===== src/rtl/uart_rx.sv =====
// UART receive stage: 16x oversampled, majority-voted 8N1 deserializer.
// Delivers each good byte on RxData with a one-cycle RxDone strobe and
// reports a low stop bit as a one-cycle FrameErr strobe.
module uart_rx #(
    parameter int unsigned CLK_DIV = 54
) (
    input  logic       pClk,
    input  logic       pReset,
    input  logic       Rx,
    output logic [7:0] RxData,
    output logic       RxDone,
    output logic       FrameErr,
    output logic       Busy
);

    localparam int unsigned CntW = (CLK_DIV > 1) ? $clog2(CLK_DIV) : 1;
    localparam logic [CntW-1:0] CntMax = CntW'(CLK_DIV - 1);

    typedef enum logic [2:0] {
        StIdle,
        StStart,
        StData,
        StStop,
        StWaitHigh
    } state_e;

    state_e          state_q, state_d;
    logic [CntW-1:0] tick_cnt_q, tick_cnt_d;
    logic [3:0]      samp_q, samp_d;
    logic [2:0]      bit_q, bit_d;
    logic [7:0]      shift_q, shift_d;
    logic            s7_q, s7_d;
    logic            s8_q, s8_d;
    logic [7:0]      rx_data_q, rx_data_d;
    logic            rx_done_q, rx_done_d;
    logic            frame_err_q, frame_err_d;

    // Synchronizer chain; all stages reset high so reset cannot fake a start edge
    logic rx_meta_q, rx_s_q, rx_dly_q;

    logic tick;
    logic vote;
    logic fall;
    logic counting;

    // Two-flop synchronizer plus one delay stage for edge detection
    always_ff @(posedge pClk or negedge pReset) begin
        if (!pReset) begin
            rx_meta_q <= 1'b1;
            rx_s_q    <= 1'b1;
            rx_dly_q  <= 1'b1;
        end else begin
            rx_meta_q <= Rx;
            rx_s_q    <= rx_meta_q;
            rx_dly_q  <= rx_s_q;
        end
    end

    assign fall     = rx_dly_q & ~rx_s_q;
    assign counting = (state_q == StStart) || (state_q == StData) || (state_q == StStop);
    assign tick     = counting && (tick_cnt_q == CntMax);
    // Majority of samples 7 and 8 with the live sample taken at index 9
    assign vote     = (s7_q & s8_q) | (s7_q & rx_s_q) | (s8_q & rx_s_q);

    // State, counter and output registers
    always_ff @(posedge pClk or negedge pReset) begin
        if (!pReset) begin
            state_q     <= StIdle;
            tick_cnt_q  <= '0;
            samp_q      <= '0;
            bit_q       <= '0;
            shift_q     <= '0;
            s7_q        <= 1'b0;
            s8_q        <= 1'b0;
            rx_data_q   <= '0;
            rx_done_q   <= 1'b0;
            frame_err_q <= 1'b0;
        end else begin
            state_q     <= state_d;
            tick_cnt_q  <= tick_cnt_d;
            samp_q      <= samp_d;
            bit_q       <= bit_d;
            shift_q     <= shift_d;
            s7_q        <= s7_d;
            s8_q        <= s8_d;
            rx_data_q   <= rx_data_d;
            rx_done_q   <= rx_done_d;
            frame_err_q <= frame_err_d;
        end
    end

    // Next-state: tick/sample counting, sampling, frame FSM and output strobes
    always_comb begin
        state_d     = state_q;
        tick_cnt_d  = tick ? '0 : tick_cnt_q + 1'b1;
        samp_d      = samp_q;
        bit_d       = bit_q;
        shift_d     = shift_q;
        s7_d        = s7_q;
        s8_d        = s8_q;
        rx_data_d   = rx_data_q;
        rx_done_d   = 1'b0;
        frame_err_d = 1'b0;

        if (tick) begin
            samp_d = samp_q + 4'd1;
            if (samp_q == 4'd7) s7_d = rx_s_q;
            if (samp_q == 4'd8) s8_d = rx_s_q;
        end

        unique case (state_q)
            StIdle: begin
                if (fall) state_d = StStart;
            end
            StStart: begin
                if (tick && (samp_q == 4'd9) && vote) begin
                    state_d = StIdle;
                end else if (tick && (samp_q == 4'd15)) begin
                    state_d = StData;
                end
            end
            StData: begin
                if (tick && (samp_q == 4'd9)) begin
                    shift_d = {vote, shift_q[7:1]};
                end
                if (tick && (samp_q == 4'd15)) begin
                    if (bit_q == 3'd7) state_d = StStop;
                    else               bit_d   = bit_q + 3'd1;
                end
            end
            StStop: begin
                // Decide mid stop bit; skipping its second half buys baud margin
                if (tick && (samp_q == 4'd9)) begin
                    if (vote) begin
                        rx_data_d = shift_q;
                        rx_done_d = 1'b1;
                        state_d   = StIdle;
                    end else begin
                        frame_err_d = 1'b1;
                        state_d     = StWaitHigh;
                    end
                end
            end
            StWaitHigh: begin
                // A held-low line (break) must not look like a new start bit
                if (rx_s_q) state_d = StIdle;
            end
            default: state_d = StIdle;
        endcase

        // Counters sit at zero outside a frame and restart cleanly on a start edge
        if ((state_q == StIdle) || (state_q == StWaitHigh) ||
            (state_d == StIdle) || (state_d == StWaitHigh)) begin
            tick_cnt_d = '0;
            samp_d     = '0;
            bit_d      = '0;
        end
    end

    assign RxData   = rx_data_q;
    assign RxDone   = rx_done_q;
    assign FrameErr = frame_err_q;
    assign Busy     = (state_q != StIdle);

endmodule


===== config.mk =====
export PLATFORM = sky130hd
export DESIGN_NAME = uart_rx
export DESIGN_NICKNAME = d
export VERILOG_FILES = /design/src/rtl/uart_rx.sv
export SDC_FILE = /design/constraint.sdc
export NUM_CORES = 1
export LEC_CHECK = 0
export CORE_UTILIZATION = 50
export DETAILED_ROUTE_END_ITERATION = 10
export PLACE_DENSITY = 0.7
export SKIP_LAST_GASP = 1
export SYNTH_ARGS = -nofsm -noshare
export SYNTH_HDL_FRONTEND = slang
export SYNTH_SLANG_ARGS = --single-unit

===== constraint.sdc =====
create_clock -name pClk -period 3.3 [get_ports pClk]
set_input_delay 0.66 -clock pClk [delete_from_list [all_inputs] [get_ports pClk]]
set_output_delay 0.66 -clock pClk [all_outputs]
set_load 0.05 [all_outputs]

* After elaboration in Yosys (flattened, before gate mapping)
Cells that the tools add are included.
Word-level totals: register bits 39, latch bits 0, RAM bits 0, bits in read-only memories 0, bits of input ports 3, output and inout port bits 11, memories kept 0
Operators by class: add/subtract/negate cells 3, multipliers 0, div/mod/pow operators 0, $lt $le $gt $ge 0, equality and inequality tests 12, shift-type cells 0, mux-type cells 23, bitwise operators 7, reductions and logical operators 20
Operator list (count):
- two-way mux 3 bit | 12
- one-hot mux 3 bit (5 select lines) | 1
- equality test 4 bit, second input constant | 3
- two-way mux 6 bit | 2
- equality test 3 bit, second input constant | 3
- two-way mux 4 bit | 2
- adder 6 x 1 -> 6 bit, second input constant | 1
- equality test 3 x 2 -> 1 bit, second input constant | 2
- equality test 6 bit, second input constant | 1
- zero test 3 bit | 2
- two-way mux 1 bit | 6
- AND reduction 2 bit | 3
- AND reduction 3 bit | 2
- nonzero test 2 bit | 3
- logical OR 1 bit | 5
- adder 4 x 1 -> 4 bit, second input constant | 1
- bitwise AND 1 bit | 4
- equality test 4 x 3 -> 1 bit, second input constant | 1
- logical AND 1 bit | 4
- adder 3 x 1 -> 3 bit, second input constant | 1
- equality test 3 x 1 -> 1 bit, second input constant | 1
- nonzero test 3 bit | 1
- inequality test 2 x 1 -> 1 bit, second input constant | 1
- OR 1 bit | 2
- NOT 1 bit | 1

* Longest topological paths before layout
Gate-level depths: netlist (run 1).
depth in word-level cells 13, depth in mapped cells 7, mapped depth without buffers 6

* Worst setup path after synthesis (run 1)
Ideal clock, no wire load.
path type flip-flop to flip-flop, from reg tick_cnt_q[1], to reg s7_q, library setup time 0.125 ns, data arrival time 1.549 ns, required time 3.175 ns, setup slack 1.627 ns, cell stages (with the launch flop) 8, clock period less this slack 1.673 ns, cells stage by stage dfrtp_1 inv_1 ha_1 and4b_1 buf_4 nand2_4 nor4b_2 mux2_2
On the way: cells in the longest elaborated chain, start to end 3
RTL lines:
- start: declaration | line 28 | logic [CntW-1:0] tick_cnt_q, tick_cnt_d;
- start signal: assignment | line 80 | tick_cnt_q <= tick_cnt_d;
- equality test 6 bit | line 61 | assign tick = counting && (tick_cnt_q == CntMax);
- logical AND 1 bit | line 61
- AND reduction 2 bit (no source line)
- end signal: assignment | line 73 | s7_q <= 1'b0;
- end signal: assignment | line 84 | s7_q <= s7_d;
- end: declaration | line 32 | logic s7_q, s7_d;
Every way passes these cells. A chain may end at the register's enable or synchronous reset.

* Final worst setup path (run 1)
from reg state_q[0], to out Busy
On the way: cells in the longest elaborated chain, start to end 1
RTL lines:
- start: declaration | line 27 | state_e state_q, state_d;
- start signal: assignment | line 68 | state_q <= StIdle;
- start signal: assignment | line 79 | state_q <= state_d;
- nonzero test 3 bit | line 163 | assign Busy = (state_q != StIdle);
- end: declaration | line 13 | output logic Busy
Every way passes these cells.

==> run_results.csv, run 1 <==
group,metric,value,unit
routing,vias,1092,
placement,place.gp.congestion,0.813,
yosys,synthDistinctLibCells,41,
yosys,syn-mean-instance-area,12.7,sq um
floorplanning,num_io_pins,14,
yosys,synth-seq-area-share,54.5,%
hold_path,hp-class,"flip-flop to flip-flop",
placement,hpwl,2.02,mm
final_layout,nets,169,
grt,grt-busiest-layer,"met2",
timing,finalSetupViolations,0,
yosys,synthFlopType,"dfrtp_1",
final_layout,final_cells,206,
job,max_cap_violations,0,
timing,drv_slew,0,
timing,rsz0062_at_grt,"false",
grt,grt_overflow,0,
yosys,synth_nets,152,
cts,cts_num_sinks,39,
worst_setup_path,worst-setup-path-type,"flip-flop to output pin",
yosys,synth-seq-cells,39,
worst_setup_path,worstSetupEndpointType,"output pin",
worst_setup_path,arrival,1.93,ns
worst_setup_path,reg2reg_depth,6,
final_layout,insertedDiodeCount,0,
yosys,synthMuxAreaShare,12.9,%
yosys,synth_cells,142,
grt,grtUsageMet2,27.7,%
floorplanning,initial_core_util,53.1,%
hold_path,hold_depth,0,
yosys,syn_area,1800,sq um
yosys,synthSimpleGateAreaFrac,18.4,%
run_status,status,"finished clean",
grt,antenna_found_initial,0,
pwr,ir_drop,290,uV
cts,post-cts-setup-buffers,0,
cts,worstSkewPairLatency,0.35,ns
final_layout,final_cell_mix,"36 x dfrtp_1, 18 x mux2_2, 16 x nor2_1, 12 x clkdlybuf4s50_1",
timing,skew,0.0127,ns
yosys,synth-edff-count,0,
routing,wl,2.88,mm
cts,post_cts_resized,0,
floorplanning,row_count,21,
yosys,yosys_warnings,0,
grt,grt_max_degree,40,
grt,met3_usage,6.83,%
cts,clkTransAtPathRegs,0.12,ns
routing,first_iter_violations,46,
routing,drcViolationCount,0,
routing,wl_per_cell,14.0,um
grt,gr-usage-all-layers,17.9,%
worst_setup_path,worstPathRequired,2.64,ns
cts,ctsHoldBuffers,0,
timing,slew_headroom,41.5,%
yosys,synthArstFlopShare,100,%
grt,grt_pass1_vias,1032,
final_layout,final_layout_size_suffix_gt1_share,25.6,%
timing,hold_violations,0,
floorplanning,dieHeight,62.0,um
yosys,synth-xor-area-share,3.89,%
worst_setup_path,start_kind,"flip-flop",
timing,timing.hold.ws,0.366,ns
cts,clock_tree.htree_level_count,2,
cts,cts_buffer_depth,2,
final_layout,area_growth_syn_to_layout,11.9,%
final_layout,finalCoreUtilization,59.4,%
cts,ctsRootBufferMaster,"clkbuf_4",
timing,fmax,386,MHz
placement,port_buffers,13,
floorplanning,die_area,3840,sq um
floorplanning,die_width,62.0,um
cts,cts_buffers,5,
placement,dpl.cell_count,198,
worst_setup_path,critPathMaxFanout,10,
pwr,total_power,965,uW
floorplanning,coreArea,3390,sq um
timing,fin_tns_setup,0,ns
timing,period_share,78.5,%
timing,worstMarginPinSlew,0.877,ns
yosys,synth-compound-area-share,2.64,%
grt,grtUsageMet1,22.5,%
timing,fin_crit,2.59,ns
yosys,synthAdderAreaFrac,5.42,%
grt,grt_pass1_wl,4.77,mm
routing,vias_per_cell,5.30,
routing,firstDrtPassIters,4,
final_layout,layout_commonest_cell,"dfrtp_1",
yosys,synth_top_family_by_area,"simple AND/OR/NAND/NOR gates",
pwr,power_leakage,0.998,nW
pwr,powerDensity,479,nW/um^2
routing,ant_nets,0,
cts,cts_tree,"yes",
-- cell usage after synthesis (all sizes together), types with 2 or more instances --
master	n	area, sq um
dfrtp	36	901
mux2	18	203
nor2	16	60.1
nand2	8	40.0
ha	7	87.6
nand3	7	35.0
xor2	5	43.8
inv	4	15.0
buf	3	26.3
dfstp	3	78.8
mux2i	3	30.0
xnor2	3	26.3
and3	2	15.0
and4	2	20.0
nand4	2	12.5
nor3	2	21.3
nor3b	2	15.0
nor4b	2	23.8
-- layout make-up --
type                       instances  area [sq um]
clock inverter                     3          20.0
sequential                        39           980
fill                             280          1380
tap                               46          57.6
multi-input combinational         96           778
clock buffer                       5          37.5
inverter                           4          15.0
timing repair buffer              13           125
-- through the flow --
stage	cell area (sq um)	worst slack, ns
2_1_floorplan	1800	1.63
3_3_place_gp	1960	1.11
3_5_place_dp	1960	1.09
4_1_cts	2010	0.685
5_1_grt	2010	0.625
6_report	2010	0.709
-- state kept, by name, indices dropped and copies added, names as in the netlist --
signal,flops
FrameErr,1
RxData,8
RxDone,1
bit_q,3
rx_dly_q,1
rx_meta_q,1
rx_s_q,1
s7_q,1
s8_q,1
samp_q,4
shift_q,8
state_q,3
tick_cnt_q,6
-- worst paths after layout --
check	start	endpoint	slack [ns]
max in group asynchronous	pReset	shift_q[2]	2.33
worst min register to register	rx_meta_q	rx_s_q	0.37
min in group asynchronous	pReset	RxData[2]	0.41
worst max-delay path	state_q[0]	Busy	0.71
worst max register to register	tick_cnt_q[1]	s8_q	1.37
worst min-delay path	rx_meta_q	rx_s_q	0.37
-- critical path, cell delays in order, from the launching register on --
cell and delay (ns):
dfrtp_1 0.52, or3_1 0.35, clkdlybuf4s50_1 0.71
-- power by group --
group          leakage [nW]  total (mW)  internal (mW)  switching [mW]
logic                 0.454       0.139         0.0656          0.0735
clock network        0.0272       0.236         0.0813           0.154
registers             0.516       0.590          0.526          0.0640
-- layer usage --
metal  wire, um  vias up
met5          0        -
met4         45        0
met3        114        6
met2       1390       22
met1       1330      531
li1           -      533
-- cells by family after synthesis --
logic type               count (synthesis)
flip-flops                              39
AO/OA/AOI/OAI                            6
AND/OR/NAND/NOR                         53
XOR/XNOR                                 8
buffers and inverters                    7
multiplexers                            21
adder cells (fa/ha/maj)                  8
No activity file was read; power rests on OpenSTA's default activity.
==> run 2, diff against run 1 <==
Clock period 3.3 ns to 2.4 ns, I/O delays scaled along.
==> run 2 against run 1 <==
Effect of this change: register-to-register slack lost 0.90 ns; final area grew 0.50%; sequential power grew 33%.
==> run_results.csv, run 2 (synthesis results as in run 1) <==
group,metric,value,unit
run_status,status,"finished clean",
worst_setup_path,worstSetupEndpointType,"output pin",
final_layout,final_cell_mix,"36 x dfrtp_1, 18 x mux2_2, 16 x nor2_1, 11 x clkdlybuf4s50_1",
cts,post-cts-setup-buffers,0,
placement,port_buffers,13,
grt,gr-usage-all-layers,18.1,%
pwr,swShare,29.1,%
floorplanning,row_count,21,
final_layout,nets,171,
worst_setup_path,start_kind,"flip-flop",
final_layout,nFillCells,280,
routing,firstDrtPassIters,4,
worst_setup_path,crit_slowest_cell,"clkdlybuf4s50_1",
final_layout,final_layout_size_suffix_gt1_share,25.3,%
worst_setup_path,worst-setup-path-type,"flip-flop to output pin",
timing,slew_headroom,44.6,%
pwr,powerDensity,653,nW/um^2
timing,hold_violations,0,
worst_setup_path,arrival,1.51,ns
final_layout,insertedDiodeCount,0,
cts,cts_num_sinks,39,
routing,vias,1104,
final_layout,area_growth_syn_to_layout,12.4,%
placement,place.gp.congestion,0.875,
routing,wl_per_cell,14.0,um
cts,clock_tree.htree_level_count,2,
hold_path,hp-class,"input port to async pin",
final_layout,layout_commonest_cell,"dfrtp_1",
timing,rsz0062_at_grt,"false",
grt,grt_max_degree,40,
timing,drv_slew,0,
floorplanning,num_io_pins,14,
worst_setup_path,cp_slowest_stage_delay,0.80,ns
pwr,combPwrFrac,17.2,%
routing,ant_nets,0,
routing,drcViolationCount,0,
floorplanning,dieHeight,62.0,um
timing,skew,0.0114,ns
worst_setup_path,reg2reg_setup_slack,0.47,ns
timing,fin_tns_setup,0,ns
worst_setup_path,r2r_end,"s8_q",
pwr,p_int,937,uW
grt,grt_overflow,0,
timing,period_share,83.1,%
placement,dpl.cell_count,200,
worst_setup_path,crit_chain,"clkdlybuf4s50_1",
worst_setup_path,reg2reg_depth,6,
placement,hpwl,2.09,mm
worst_setup_path,crit_family,"buffers and inverters",
placement,dp_slack,0.406,ns
cts,clkTransAtPathRegs,0.10,ns
grt,grt_pass1_wl,4.88,mm
timing,fin_crit,1.99,ns
pwr,p_sw,384,uW
timing,fmax,501,MHz
pwr,ir_drop,346,uV
floorplanning,die_width,62.0,um
cts,worstSkewPairLatency,0.35,ns
floorplanning,initial_core_util,53.1,%
routing,vias_per_cell,5.31,
timing,setup_slack,0.406,ns
grt,grt_pass1_vias,1110,
cts,post_cts_resized,0,
worst_setup_path,crit_buf_inv,1,
final_layout,final_cells,208,
timing,finalSetupViolations,0,
cts,cts_tree,"yes",
grt,antenna_found_initial,0,
worst_setup_path,critPathMaxFanout,2,
worst_setup_path,worstPathRequired,1.92,ns
timing,worstMarginPinSlew,0.831,ns
pwr,power_leakage,1.01,nW
worst_setup_path,r2r_start,"tick_cnt_q[1]",
cts,ctsHoldBuffers,0,
worst_setup_path,critPathLaunch,"RxData[4]",
routing,wl,2.92,mm
routing,first_iter_violations,26,
cts,ctsRootBufferMaster,"clkbuf_4",
job,max_cap_violations,0,
pwr,p_clk_share,23.4,%
floorplanning,coreArea,3390,sq um
pwr,total_power,1.32,mW
cts,cts_buffers,5,
floorplanning,die_area,3840,sq um
cts,cts_buffer_depth,2,
pwr,power_frac_seq,59.4,%
-- run 2: worst max-delay path by stage --
stage / endpoint / slack (ns) / depth (start not counted)
finish: RxData[4] / 0.41 / 1
global placement: Busy / 0.42 / 2
detailed placement: Busy / 0.41 / 2
global route: RxData[2] / 0.33 / 1
floorplan: s7_q / 0.73 / 7
CTS: Busy / 0.01 / 2
-- run 2: final cells by class --
class	instances	area, sq um	area share [%]
tap	46	57.6	2.84
multi-input combinational	96	778	38.5
clock buffer	7	45.0	2.23
clock inverter	1	5.00	0.247
inverter	4	15.0	0.742
timing repair buffer	15	143	7.05
sequential	39	980	48.4
-- run 2: power by group through the flow --
| stage | registers, mW | logic [mW] | clock network [mW] |
|---|---|---|---|
| after floorplan | 0.782 | 0.184 | 0 |
| after global placement | 0.793 | 0.219 | 0 |
| after detailed placement | 0.796 | 0.230 | 0 |
| after CTS | 0.785 | 0.229 | 0.321 |
| after global routing | 0.794 | 0.263 | 0.351 |
| final | 0.785 | 0.227 | 0.310 |
-- run 2: through the flow --
| step | area [sq um] | hold slack [ns] | utilization [%] |
|---|---|---|---|
| 4_1_cts | 2020 | 0.239 | 59.6 |
| 6_report | 2020 | 0.222 | 59.7 |
| 5_1_grt | 2020 | 0.271 | 59.7 |
| 2_1_floorplan | 1800 | 0.184 | - |
| 3_3_place_gp | 1970 | 0.349 | 58.1 |
| 3_5_place_dp | 1970 | 0.354 | 58.1 |
-- run 2: routing by layer --
layer  up-vias  share of wire [%]  global-route usage, %
met1       545                 46                   21.3
li1        536                  -                      -
met4         0                2.4                   12.1
met2        15                 49                   29.9
met5         -                  0                      0
met3         8                3.1                   3.73
==> run 3, diff against run 2 <==
Settings changed: PLACE_DENSITY 0.7 to 0.73.
Clock period 2.4 ns to 1.7 ns, I/O delays scaled along.
==> run 3 against run 2 <==
Effect of this change: the flow now finishes with violations (setup timing); largest cell class unchanged; count of clock-buffer cells in the layout is 2 lower; critical path type is now flip-flop to flip-flop; total power is 56% higher; via count rose by 16%.
==> run_results.csv, run 3 (synthesis results as in run 1) <==
group,metric,value,unit
run_status,status,"finished with violations",
run_status,violations,"setup timing",
timing,worstMarginPinSlew,0.459,ns
routing,firstDrtPassIters,5,
timing,setup_slack,-0.0324,ns
placement,hpwl,2.47,mm
floorplanning,coreArea,3390,sq um
final_layout,final_cell_mix,"34 x buf_4, 33 x dfrtp_1, 17 x mux2_2, 16 x nor2_1, 7 x nand3_1",
placement,dp_slack,-0.0459,ns
cts,cts_num_sinks,39,
placement,dpl_cell_area,2070,sq um
hold_path,min_to,"rx_s_q",
floorplanning,die_area,3840,sq um
timing,hold_violations,0,
grt,antenna_found_initial,0,
grt,grtUsageMet1,28.6,%
routing,vias,1285,
cts,cts_buffers,5,
routing,drcViolationCount,0,
worst_setup_path,worstPathRequired,1.95,ns
cts,cts_buffer_depth,2,
grt,grt-busiest-layer,"met2",
worst_setup_path,reg2reg_depth,6,
final_layout,layout_commonest_cell,"buf_4",
job,max_cap_violations,0,
placement,place.gp.congestion,0.782,
final_layout,insertedDiodeCount,0,
floorplanning,die_width,62.0,um
floorplanning,initial_core_util,53.1,%
timing,slew_headroom,69.4,%
worst_setup_path,critPathMaxFanout,5,
pwr,p_clk_share,23.6,%
cts,worstSkewPairLatency,0.35,ns
timing,fmax,577,MHz
grt,grt_overflow,0,
final_layout,final_area,2310,sq um
pwr,p_int,1.42,mW
timing,fin_crit,1.73,ns
worst_setup_path,r2r_start,"tick_cnt_q[1]",
worst_setup_path,crit_chain,"inv_1 -> ha_1 -> and4b_2 -> nand2_4 -> nor4b_4 -> mux2_4",
floorplanning,row_count,21,
timing,skew,0.00592,ns
final_layout,nFillCells,243,
cts,ctsRootBufferMaster,"clkbuf_4",
timing,period_share,102,%
pwr,powerDensity,894,nW/um^2
hold_path,hp-class,"flip-flop to flip-flop",
final_layout,ff_latch_area,983,sq um
final_layout,area_growth_syn_to_layout,28.2,%
timing,drv_slew,0,
hold_path,min_from,"rx_meta_q",
pwr,swShare,31.0,%
routing,vias_per_cell,5.52,
routing,wl_per_cell,16.0,um
pwr,power_leakage,1.16,nW
final_layout,multi_input_area,862,sq um
worst_setup_path,reg2reg_setup_slack,-0.03,ns
pwr,p_sw,639,uW
worst_setup_path,worstSetupEndpointType,"flip-flop",
placement,port_buffers,13,
worst_setup_path,worst-setup-path-type,"flip-flop to flip-flop",
worst_setup_path,r2r_end,"s7_q",
pwr,ir_drop,593,uV
timing,finalSetupViolations,1,
worst_setup_path,crit_slowest_cell,"dfrtp_1",
worst_setup_path,arrival,1.98,ns
worst_setup_path,cp_slowest_stage_delay,0.40,ns
final_layout,finalCoreUtilization,68.0,%
cts,clkTransAtPathRegs,0.12,ns
hold_path,hold_depth,0,
floorplanning,num_io_pins,14,
routing,ant_nets,0,
pwr,total_power,2.06,mW
worst_setup_path,start_kind,"flip-flop",
cts,cts_tree,"yes",
grt,met3_usage,6.00,%
grt,grt_pass1_wl,5.99,mm
grt,gr-usage-all-layers,22.2,%
timing,rsz0062_at_grt,"true",
pwr,power_frac_seq,53.8,%
floorplanning,dieHeight,62.0,um
grt,grtUsageMet2,36.2,%
final_layout,nets,196,
cts,clock_tree.htree_level_count,2,
pwr,combPwrFrac,22.6,%
routing,first_iter_violations,42,
timing,timing.hold.ws,0.368,ns
grt,grt_max_degree,22,
routing,wl,3.72,mm
grt,grt_pass1_vias,1267,
final_layout,final_layout_size_suffix_gt1_share,48.7,%
-- run 3: cell types whose count changed in the layout (fill, tap and decap cells not counted), moves of 2 or more --
cell / previous run / this run
buf_4: 2 / 34
clkdlybuf4s50_1: 11 / 1
dfrtp_1: 36 / 33
dfrtp_2: 0 / 3
ha_1: 7 / 4
clkbuf_1: 2 / 0
clkinvlp_4: 0 / 2
ha_4: 0 / 2
nor4b_4: 0 / 2
-- run 3: repair_timing --
action | CTS | global route
endpoints found under the setup margin | 12 | 20
resized for setup | 10 | 12
hold buffers | 1 | 0
pin swaps | 3 | 7
endpoints found under the hold margin | 19 | 0
buffers inserted | 6 | 3
-- run 3: stage by stage --
step                instances  TNS (ns)
finish                    233   -0.0324
global route              233    -0.385
CTS                       230   -0.0296
detailed placement        215   -0.0894
global placement          215         0
floorplan                 142         0
-- run 3: cell type report --
class / instances / share of cell area, %
flip-flops and latches: 39 / 42.6
multi-input cells: 96 / 37.4
repair buffers: 40 / 14.2
well taps: 46 / 2.50
clock buffers: 5 / 1.63
clock inverters: 3 / 1.03
inverters: 4 / 0.651
-- run 3: metal layers --
| metal | up-vias | share of wire [%] |
|---|---|---|
| li1 | 590 | - |
| met1 | 646 | 41 |
| met2 | 36 | 52 |
| met3 | 13 | 3.8 |
| met4 | 0 | 2.8 |
| met5 | - | 0 |
-- run 3: worst max-delay path by stage --
stage	start	end	slack [ns]	cells past startpoint
2_1_floorplan	tick_cnt_q[1]	s7_q	0.03	7
3_3_place_gp	tick_cnt_q[1]	s7_q	0.01	6
3_5_place_dp	tick_cnt_q[1]	s7_q	-0.05	6
4_1_cts	tick_cnt_q[1]	s7_q	-0.03	6
5_1_grt	tick_cnt_q[1]	s7_q	-0.10	6
6_report	tick_cnt_q[1]	s7_q	-0.03	6
-- run 3: power groups by stage --
stage                     sequential, mW  combinational [mW]  clock, mW
after global placement              1.12               0.384          0
final                               1.11               0.466      0.487
after CTS                           1.11               0.438      0.497
after detailed placement            1.12               0.401          0
after global routing                1.13               0.529      0.548
after floorplan                     1.10               0.260          0
-- run 3: critical path: cells and delay by family (launching register included) --
family | cells | cell delay (ns)
fa+ha+maj | 1 | 0.15
buf+inv | 1 | 0.06
flops | 1 | 0.40
mux | 1 | 0.32
simple gates | 3 | 0.69
